[src/rtl/oled_spi_sink.sv]
// SSD1306-style SPI receive sink: byte assembly, command decoder, and a GDDRAM
// shadow with a windowed, horizontally auto-incrementing write pointer.
//   state   | meaning
//   S_IDLE  | waiting for an opcode
//   S_ARG_A | expecting window start (column or page)
//   S_ARG_B | expecting window end
//   S_SKIP1 | one-byte argument (contrast, or discarded)
module oled_spi_sink #(
  parameter int COLS  = 128,
  parameter int PAGES = 4,
  parameter int TOUT  = 64
) (
  input  logic                                clk,
  input  logic                                rst,
  input  logic                                sdin,
  input  logic                                sclk,
  input  logic                                dc,
  input  logic [$clog2(COLS*PAGES)-1:0]       rd_addr,
  output logic [7:0]                          rd_data,
  output logic                                byte_valid,
  output logic [7:0]                          byte_out,
  output logic                                byte_dc,
  output logic                                disp_on,
  output logic [7:0]                          contrast,
  output logic                                cmd_err
);
  localparam int AW    = $clog2(COLS*PAGES);
  localparam int CW    = $clog2(COLS);
  localparam int PW    = $clog2(PAGES);
  localparam int TW    = $clog2(TOUT+1);
  localparam int DEPTH = COLS*PAGES;

  typedef enum logic [1:0] {S_IDLE, S_ARG_A, S_ARG_B, S_SKIP1} state_t;

  logic          r_sclk_s1, r_sclk_s2, r_sclk_d;
  logic          r_sdin_s1, r_sdin_s2, r_dc_s1, r_dc_s2;
  logic [2:0]    r_bit_cnt;
  logic [6:0]    r_shift;
  logic [TW-1:0] r_tout_cnt;
  logic          r_byte_valid, r_byte_dc;
  logic [7:0]    r_byte_out;
  state_t        r_state, w_state_nxt;
  logic          r_tgt_page, w_tgt_page_nxt;
  logic          r_skip_ctr, w_skip_ctr_nxt;
  logic          w_disp_set, w_disp_clr, w_err_set, w_start_ld, w_end_ld, w_contrast_ld;
  logic          r_disp_on, r_cmd_err;
  logic [7:0]    r_contrast;
  logic [CW-1:0] r_arg_start, r_col_start, r_col_end, r_col_ptr;
  logic [PW-1:0] r_page_start, r_page_end, r_page_ptr;
  logic [CW-1:0] w_col_s, w_col_e;
  logic [PW-1:0] w_page_s, w_page_e;
  logic [AW-1:0] w_wr_addr;
  logic [7:0]    r_mem [DEPTH];
  logic [7:0]    r_rd_data;
  logic          w_rise, w_cmd, w_data;

  assign w_rise = r_sclk_s2 & ~r_sclk_d;
  assign w_cmd  = r_byte_valid & ~r_byte_dc;
  assign w_data = r_byte_valid & r_byte_dc;

  always_ff @(posedge clk) begin
    if (!rst) begin
      {r_sclk_s1, r_sclk_s2, r_sclk_d} <= 3'b111;
      {r_sdin_s1, r_sdin_s2, r_dc_s1, r_dc_s2} <= 4'b0000;
    end else begin
      r_sclk_s1 <= sclk;
      r_sclk_s2 <= r_sclk_s1;
      r_sclk_d  <= r_sclk_s2;
      r_sdin_s1 <= sdin;
      r_sdin_s2 <= r_sdin_s1;
      r_dc_s1   <= dc;
      r_dc_s2   <= r_dc_s1;
    end
  end

  // Idle timer reloads on every SCLK edge; reaching terminal count drops a partial byte.
  always_ff @(posedge clk) begin
    if (!rst) begin
      r_bit_cnt    <= '0;
      r_shift      <= '0;
      r_tout_cnt   <= '0;
      r_byte_valid <= 1'b0;
      r_byte_out   <= '0;
      r_byte_dc    <= 1'b0;
    end else begin
      r_byte_valid <= 1'b0;
      if (w_rise) begin
        r_tout_cnt <= TW'(TOUT);
        if (r_bit_cnt == 3'd7) begin
          r_byte_out   <= {r_shift, r_sdin_s2};
          r_byte_dc    <= r_dc_s2;
          r_byte_valid <= 1'b1;
          r_bit_cnt    <= '0;
        end else begin
          r_shift   <= {r_shift[5:0], r_sdin_s2};
          r_bit_cnt <= r_bit_cnt + 3'd1;
        end
      end else if (r_tout_cnt != '0) begin
        r_tout_cnt <= r_tout_cnt - 1'b1;
        if (r_tout_cnt == TW'(1)) r_bit_cnt <= '0;
      end
    end
  end

  always_ff @(posedge clk) begin
    if (!rst) begin
      r_state    <= S_IDLE;
      r_tgt_page <= 1'b0;
      r_skip_ctr <= 1'b0;
    end else begin
      r_state    <= w_state_nxt;
      r_tgt_page <= w_tgt_page_nxt;
      r_skip_ctr <= w_skip_ctr_nxt;
    end
  end

  always_comb begin
    w_state_nxt    = r_state;
    w_tgt_page_nxt = r_tgt_page;
    w_skip_ctr_nxt = r_skip_ctr;
    w_disp_set     = 1'b0;
    w_disp_clr     = 1'b0;
    w_err_set      = 1'b0;
    w_start_ld     = 1'b0;
    w_end_ld       = 1'b0;
    w_contrast_ld  = 1'b0;
    case (r_state)
      S_IDLE: begin
        if (w_cmd) begin
          case (r_byte_out)
            8'hAE: w_disp_clr = 1'b1;
            8'hAF: w_disp_set = 1'b1;
            8'h21: begin w_tgt_page_nxt = 1'b0; w_state_nxt = S_ARG_A; end
            8'h22: begin w_tgt_page_nxt = 1'b1; w_state_nxt = S_ARG_A; end
            8'h81: begin w_skip_ctr_nxt = 1'b1; w_state_nxt = S_SKIP1; end
            8'h20, 8'h8D, 8'hA8, 8'hD3, 8'hD5, 8'hD9, 8'hDA, 8'hDB: begin
              w_skip_ctr_nxt = 1'b0;
              w_state_nxt    = S_SKIP1;
            end
            default: ;
          endcase
        end
      end
      S_ARG_A, S_ARG_B, S_SKIP1: begin
        // A data byte mid-command aborts the command but is still stored.
        if (w_data) begin
          w_err_set   = 1'b1;
          w_state_nxt = S_IDLE;
        end else if (w_cmd) begin
          if (r_state == S_ARG_A) begin
            w_start_ld  = 1'b1;
            w_state_nxt = S_ARG_B;
          end else begin
            w_end_ld      = (r_state == S_ARG_B);
            w_contrast_ld = (r_state == S_SKIP1) && r_skip_ctr;
            w_state_nxt   = S_IDLE;
          end
        end
      end
      default: w_state_nxt = S_IDLE;
    endcase
  end

  assign w_col_s  = r_arg_start;
  assign w_col_e  = (r_byte_out[CW-1:0] < w_col_s) ? w_col_s : r_byte_out[CW-1:0];
  assign w_page_s = r_arg_start[PW-1:0];
  assign w_page_e = (r_byte_out[PW-1:0] < w_page_s) ? w_page_s : r_byte_out[PW-1:0];

  always_ff @(posedge clk) begin
    if (!rst) begin
      r_disp_on    <= 1'b0;
      r_cmd_err    <= 1'b0;
      r_contrast   <= 8'h7F;
      r_arg_start  <= '0;
      r_col_start  <= '0;
      r_col_end    <= CW'(COLS-1);
      r_col_ptr    <= '0;
      r_page_start <= '0;
      r_page_end   <= PW'(PAGES-1);
      r_page_ptr   <= '0;
    end else begin
      if (w_disp_set) r_disp_on <= 1'b1;
      if (w_disp_clr) r_disp_on <= 1'b0;
      if (w_err_set) r_cmd_err <= 1'b1;
      if (w_contrast_ld) r_contrast <= r_byte_out;
      if (w_start_ld) r_arg_start <= r_byte_out[CW-1:0];
      if (w_end_ld) begin
        if (r_tgt_page) begin
          r_page_start <= w_page_s;
          r_page_end   <= w_page_e;
          r_page_ptr   <= w_page_s;
        end else begin
          r_col_start <= w_col_s;
          r_col_end   <= w_col_e;
          r_col_ptr   <= w_col_s;
        end
      end
      if (w_data) begin
        if (r_col_ptr == r_col_end) begin
          r_col_ptr  <= r_col_start;
          r_page_ptr <= (r_page_ptr == r_page_end) ? r_page_start : r_page_ptr + 1'b1;
        end else begin
          r_col_ptr <= r_col_ptr + 1'b1;
        end
      end
    end
  end

  assign w_wr_addr = AW'(r_page_ptr) * AW'(COLS) + AW'(r_col_ptr);

  always_ff @(posedge clk) begin
    if (w_data) r_mem[w_wr_addr] <= r_byte_out;
    r_rd_data <= r_mem[rd_addr];
  end

  assign rd_data    = r_rd_data;
  assign byte_valid = r_byte_valid;
  assign byte_out   = r_byte_out;
  assign byte_dc    = r_byte_dc;
  assign disp_on    = r_disp_on;
  assign contrast   = r_contrast;
  assign cmd_err    = r_cmd_err;

endmodule
[config.mk]
export PLATFORM = sky130hd
export DESIGN_NAME = oled_spi_sink
export DESIGN_NICKNAME = d
export VERILOG_FILES = /design/src/rtl/oled_spi_sink.sv
export SDC_FILE = /design/constraint.sdc
export NUM_CORES = 2
export LEC_CHECK = 0
export CAP_MARGIN = 15
export CORE_MARGIN = 2
export CORE_UTILIZATION = 54
export CTS_CLUSTER_SIZE = 10
export DETAILED_ROUTE_END_ITERATION = 16
export MAX_ROUTING_LAYER = met4
export PLACE_DENSITY = 0.69
export SKIP_LAST_GASP = 1
export SYNTH_ARGS = -nofsm -noshare
export SYNTH_HDL_FRONTEND = slang
export SYNTH_SLANG_ARGS = --single-unit
export TNS_END_PERCENT = 50
[constraint.sdc]
create_clock -name clk -period 20.8 [get_ports clk]
set_clock_uncertainty 0.05 [all_clocks]
set_input_delay 4.16 -clock clk [delete_from_list [all_inputs] [get_ports clk]]
set_output_delay 4.16 -clock clk [all_outputs]
set_load 0.01 [all_outputs]
* Word-level counts from Yosys, hierarchy flattened *
Memory sizes are Yosys's and may differ from the RTL's. A register that Yosys moved wholly into a read port is not among the register bits.
Index checks and enable logic that the tools add are counted.

storage, ports and cells
  register bits = 82
  latch bits = 0
  memory bits (writable) = 4,096
  memory bits (read-only) = 0
  bits of input ports = 14
  output and inout bits = 28
  word-level logic and storage cells = 138
  memories = 1

memory list
  memory  words  bits a word  rd ports  clocked after Yosys merged registers in  write ports  RTL line  source
  r_mem   512    8            1         1                                        1            53        logic [7:0] r_mem [DEPTH];

operators by class
  add/sub/neg operators = 5
  multipliers = 0
  div/mod/pow operators = 0
  order comparisons = 2
  equal/unequal tests = 24
  shift-type cells = 0
  mux-type cells = 47
  bitwise gates (word level) = 8
  reduce and logical (&&, ||, !) cells = 24

operators with widths
  cell                                              count
  == test 8 bit, second input constant              10
  2-to-1 mux 7 bit                                  7
  == test 8 x 6 -> 1 bit, second input constant     3
  2-to-1 mux 1 bit                                  22
  2-to-1 mux 2 bit                                  10
  AND reduction 2 bit                               7
  2-to-1 mux 3 bit                                  4
  nonzero test 2 bit                                5
  adder 9 x 7 -> 9 bit                              1
  AND reduction 3 bit                               3
  OR reduction 9 bit                                1
  one-hot mux 2 bit (2 select lines)                2
  OR reduction 8 bit                                1
  adder 7 x 1 -> 7 bit, second input constant       1
  == test 7 x 1 -> 1 bit, second input constant     1
  == test 7 bit                                     1
  less-than comparator 7 bit                        1
  nonzero test 7 bit                                1
  subtractor 7 x 1 -> 7 bit, second input constant  1
  != test 3 bit, second input constant              2
  OR reduction 2 bit                                3
  inverter 1 bit                                    5
  == test 2 bit, second input constant              2
  one-hot mux 1 bit (2 select lines)                2
  other kinds (12)                                  14

* Depth between registers and ports, before layout *
  depth in word-level cells = 8
  gate-level depth with buffers = 14

* Least setup slack after synthesis *
OpenSTA, ideal clock, no wires.

  kind = register -> output
  start point = reg r_byte_out[4] (netlist: byte_out[4])
  end point = out byte_out[4]
  arrival time = 6,677 ps
  required time = 16,590 ps
  slack = 9,913 ps
  cell stages (with the launch flop) = 1
  path buffers = 0
  cell sequence = dfxtp_1

RTL lines
  element                 RTL line  source
  from (decl)             41        logic [7:0] r_byte_out;
  from (signal assigned)  90        r_byte_out <= {r_shift, r_sdin_s2};
  to (decl)               21        output logic [7:0] byte_out,

No word-level cell between the ends.

==> results.cfg <==
[floorplan]
die_w_um = 553
coreArea_um2 = 300000
rows = 201
num_io_pins = 42
start_util_pct = 54.3
dieArea_um2 = 306000
die_h_um = 553

[sta]
slew_violations = 0
tightest_slew_ns = 1.33
fmax_mhz = 111
tns_ns = 0
min_period_ns = 8.99
setup-violations-final = 0
slew-limit-headroom_pct = 10.8
rsz0062_at_grt = no
hold_viol_final = 0
fin_crit_sh_pct = 43.2

[clock_network]
cts_max_path_buffers = 4
clockRootBuffer = clkbuf_16
cts_tree = yes
ctsHtreeMaxLevel = 5
cts_resized = 0
clock_latency_ns = 1.03
hold_buffers = 0
clock-sinks = 4186
cts-buffers-inserted = 461
clkTransAtPathRegs_ns = 0.06
post-cts-setup-buffers = 0

[detailed_routing]
via_count = 86549
vias_per_cell = 7.03
wl_per_cell_um = 38.4
wl_mm = 473
route.detailed.drc = 0
ant_nets = 0
drt_iter0_markers = 14736
firstDrtPassIters = 9

[setup_path]
cp-startpoint = rd_addr[1]
rrSetupSlack_ns = 16.58
path_cells = buf_12, buf_4, buf_4, buf_12, buf_4, mux4_2, mux2_2, a221oi_1, o221ai_1, nand2_1, nor4_1, buf_2, o311a_1
worstPathArrival_ns = 9.81
rr_worst_depth = 4
critPathMostFrequentCell = buf_4
r2r_end = r_mem[168][0]$_DFFE_PP_
cp_top_family = buffers and inverters
cp_num_buf_inv = 6
critPathMaxFanout = 114
cp.required_ns = 21.62
slowest_delay_ns = 0.81
slowest_stage = buf_4
critPathKind = primary input to flip-flop
end_kind = flip-flop
r2r_start = byte_out[0]$_SDFFE_PN0P_
startpoint_type = primary input

[synthesis]
synth-edff-count = 4096
netlist_area_um2 = 163000
syn_nets = 8015
post_synth.cell_area_avg_um2 = 20.4
yosys_warnings = 0
yosysUniqueCellTypes = 85
synthCells = 7983
postSynth.asyncResetShare_pct = 0
synth_seq_area_share_pct = 76.6
synth-seq-cells = 4186
synth-main-ff-cell = edfxtp_1

[run_status]
outcome = completed

[hold_path]
holdPathStages = 1
whs_endpoint = r_sdin_s2$_SDFF_PN0_
hp-start = r_sdin_s1$_SDFF_PN0_
holdCritPathClass = flip-flop to flip-flop

[global_route]
grt_max_degree = 201
gr-total-overflow = 0
grt_pass1_vias = 84156
grt_util_all_layers_pct = 31.6
grt_pass1_wl_mm = 657
grt_antenna_before_repair = 33

[pwr]
clkPwrFrac_pct = 42.0
switching_power_mw = 3.64
power_density_nw_per_um2 = 94.3
p_seq_share_pct = 53.7
swShare_pct = 21.4
max-vdd-ir-drop_mv = 0.0867
combPwrFrac_pct = 4.3
p_int_mw = 13.4
power.leakage_nw = 56.6

[layout]
final_layout_size_suffix_gt1_share_pct = 21.4
synthToLayoutAreaGrowth_pct = 10.7
final_core_util_pct = 60.1
nets = 8238

[placement]
port_buffers = 41
dp_hpwl_mm = 287
gp_congestion = 0.936

[job]
maxCapViolations = 0
## Yosys cell counts, types with 16 or more instances
cell type | count | share of area (%)
buf_4 | 85 | 0.39
buf_2 | 133 | 0.41
a2111oi_0 | 17 | 0.091
a31oi_1 | 33 | 0.13
inv_1 | 25 | 0.058
mux4_2 | 931 | 13
o22a_1 | 19 | 0.10
dfxtp_1 | 90 | 1.1
nand2b_1 | 16 | 0.061
and2_1 | 20 | 0.077
nand3_1 | 109 | 0.33
buf_6 | 34 | 0.23
nor4_1 | 18 | 0.069
a21oi_1 | 100 | 0.31
a211oi_1 | 42 | 0.19
nor2b_1 | 54 | 0.21
edfxtp_1 | 4096 | 75
buf_1 | 30 | 0.069
mux2i_1 | 230 | 1.4
o22ai_1 | 95 | 0.36
nand2_1 | 279 | 0.64
nand4_1 | 16 | 0.061
o211ai_1 | 22 | 0.10
a221oi_1 | 40 | 0.22
nor2_1 | 655 | 1.5
mux2_2 | 49 | 0.34
mux4_1 | 16 | 0.26
clkbuf_1 | 209 | 0.48
nor3_1 | 36 | 0.11
a22oi_1 | 92 | 0.42
o221ai_1 | 51 | 0.27
ha_1 | 18 | 0.14
o21ai_0 | 121 | 0.37
## routing by layer
metal	global-route usage (%)	routed length [um]	up-vias
met1	41.9	168000	45596
met3	8.11	60500	1167
met4	14.8	25200	0
met5	-	0	-
met2	46.3	218000	6518
li1	-	-	33268
## area by class of cell
class                           count  area (um^2)
Sequential cell                  4186       125000
Fill cell                       20723       120000
Multi-Input combinational cell   3267        35500
Clock buffer                      541        11900
Tap cell                         3958         4950
Timing Repair Buffer              265         2330
Clock inverter                     34          736
Inverter                           25          108
Antenna cell                       35         87.6
## power by group through the flow
stage	clock (mW)	sequential [mW]	combinational, mW
final	7.14	9.14	0.739
after global routing	7.48	9.13	0.751
after CTS	7.16	9.14	0.725
after detailed placement	0	9.31	0.721
after global placement	0	9.31	0.715
after floorplan	0	9.31	0.440
## worst register-to-register path, stage by stage, from the launching register on
cell and delay, ns:
dfxtp_4 0.59, buf_4 0.48, buf_12 0.47, buf_12 0.95
buf_4 1.21
## how the worst max path moves through the flow
stage,end,depth (start not counted),slack (ns)
2_1_floorplan,byte_out[4],0,9.91
3_3_place_gp,rd_data[3]$_DFF_P_,12,10.60
3_5_place_dp,rd_data[3]$_DFF_P_,12,10.63
4_1_cts,rd_data[3]$_DFF_P_,12,11.67
5_1_grt,rd_data[1]$_DFF_P_,12,11.63
6_report,rd_data[2]$_DFF_P_,13,11.81
## state kept, by name, indices dropped and copies added, names as in the netlist, 8 cells and up
signal and cells:
r_mem 4096, contrast 8, rd_data 8, byte_out 8
## logic make-up (layout without fill, tap and decap cells)
group	after synthesis	after routing	synth area share (%)
AO/OA/AOI/OAI	753	753	3.22
XOR/XNOR	20	20	0.107
adder cells (fa/ha/maj)	18	18	0.138
buffers and inverters	530	865	1.77
flip-flops	4186	4186	76.6
multiplexers	1226	1226	14.9
other	0	35	0
AND/OR/NAND/NOR	1250	1250	3.30
## cell usage in the layout (no fill, tap or decap), types with 18 or more instances in the layout
cell             instances
mux2i_1                230
clkbuf_1                78
o22ai_1                 95
diode_2                 35
mux2_2                  49
o21ai_0                121
buf_4                  201
a21oi_1                100
inv_1                   21
o211ai_1                22
ha_1                    18
clkbuf_16              462
a221oi_1                40
a31oi_1                 33
a22oi_1                 92
mux4_2                 931
edfxtp_1              4096
nand2_1                278
nor3_1                  35
a211oi_1                42
nor2_1                 645
nor2b_1                 43
dfxtp_1                 82
and2_1                  19
nand3_1                 92
clkdlybuf4s50_1         33
o22a_1                  19
o221ai_1                51
## through the flow
stage | area (um^2) | instances | hold slack [ns] | setup WS (ns) | total power [mW]
final | 180000 | 12311 | 0.400 | 11.81 | 17.0
after global routing | 180000 | 12303 | 0.425 | 11.63 | 17.4
after CTS | 180000 | 12271 | 0.402 | 11.67 | 17.0
after detailed placement | 168000 | 11696 | 0.386 | 10.63 | 10.0
after global placement | 168000 | 11692 | 0.374 | 10.60 | 10.0
after floorplan | 163000 | 7983 | 0.336 | 9.91 | 9.75
No activity file was read; power rests on OpenSTA's default activity.
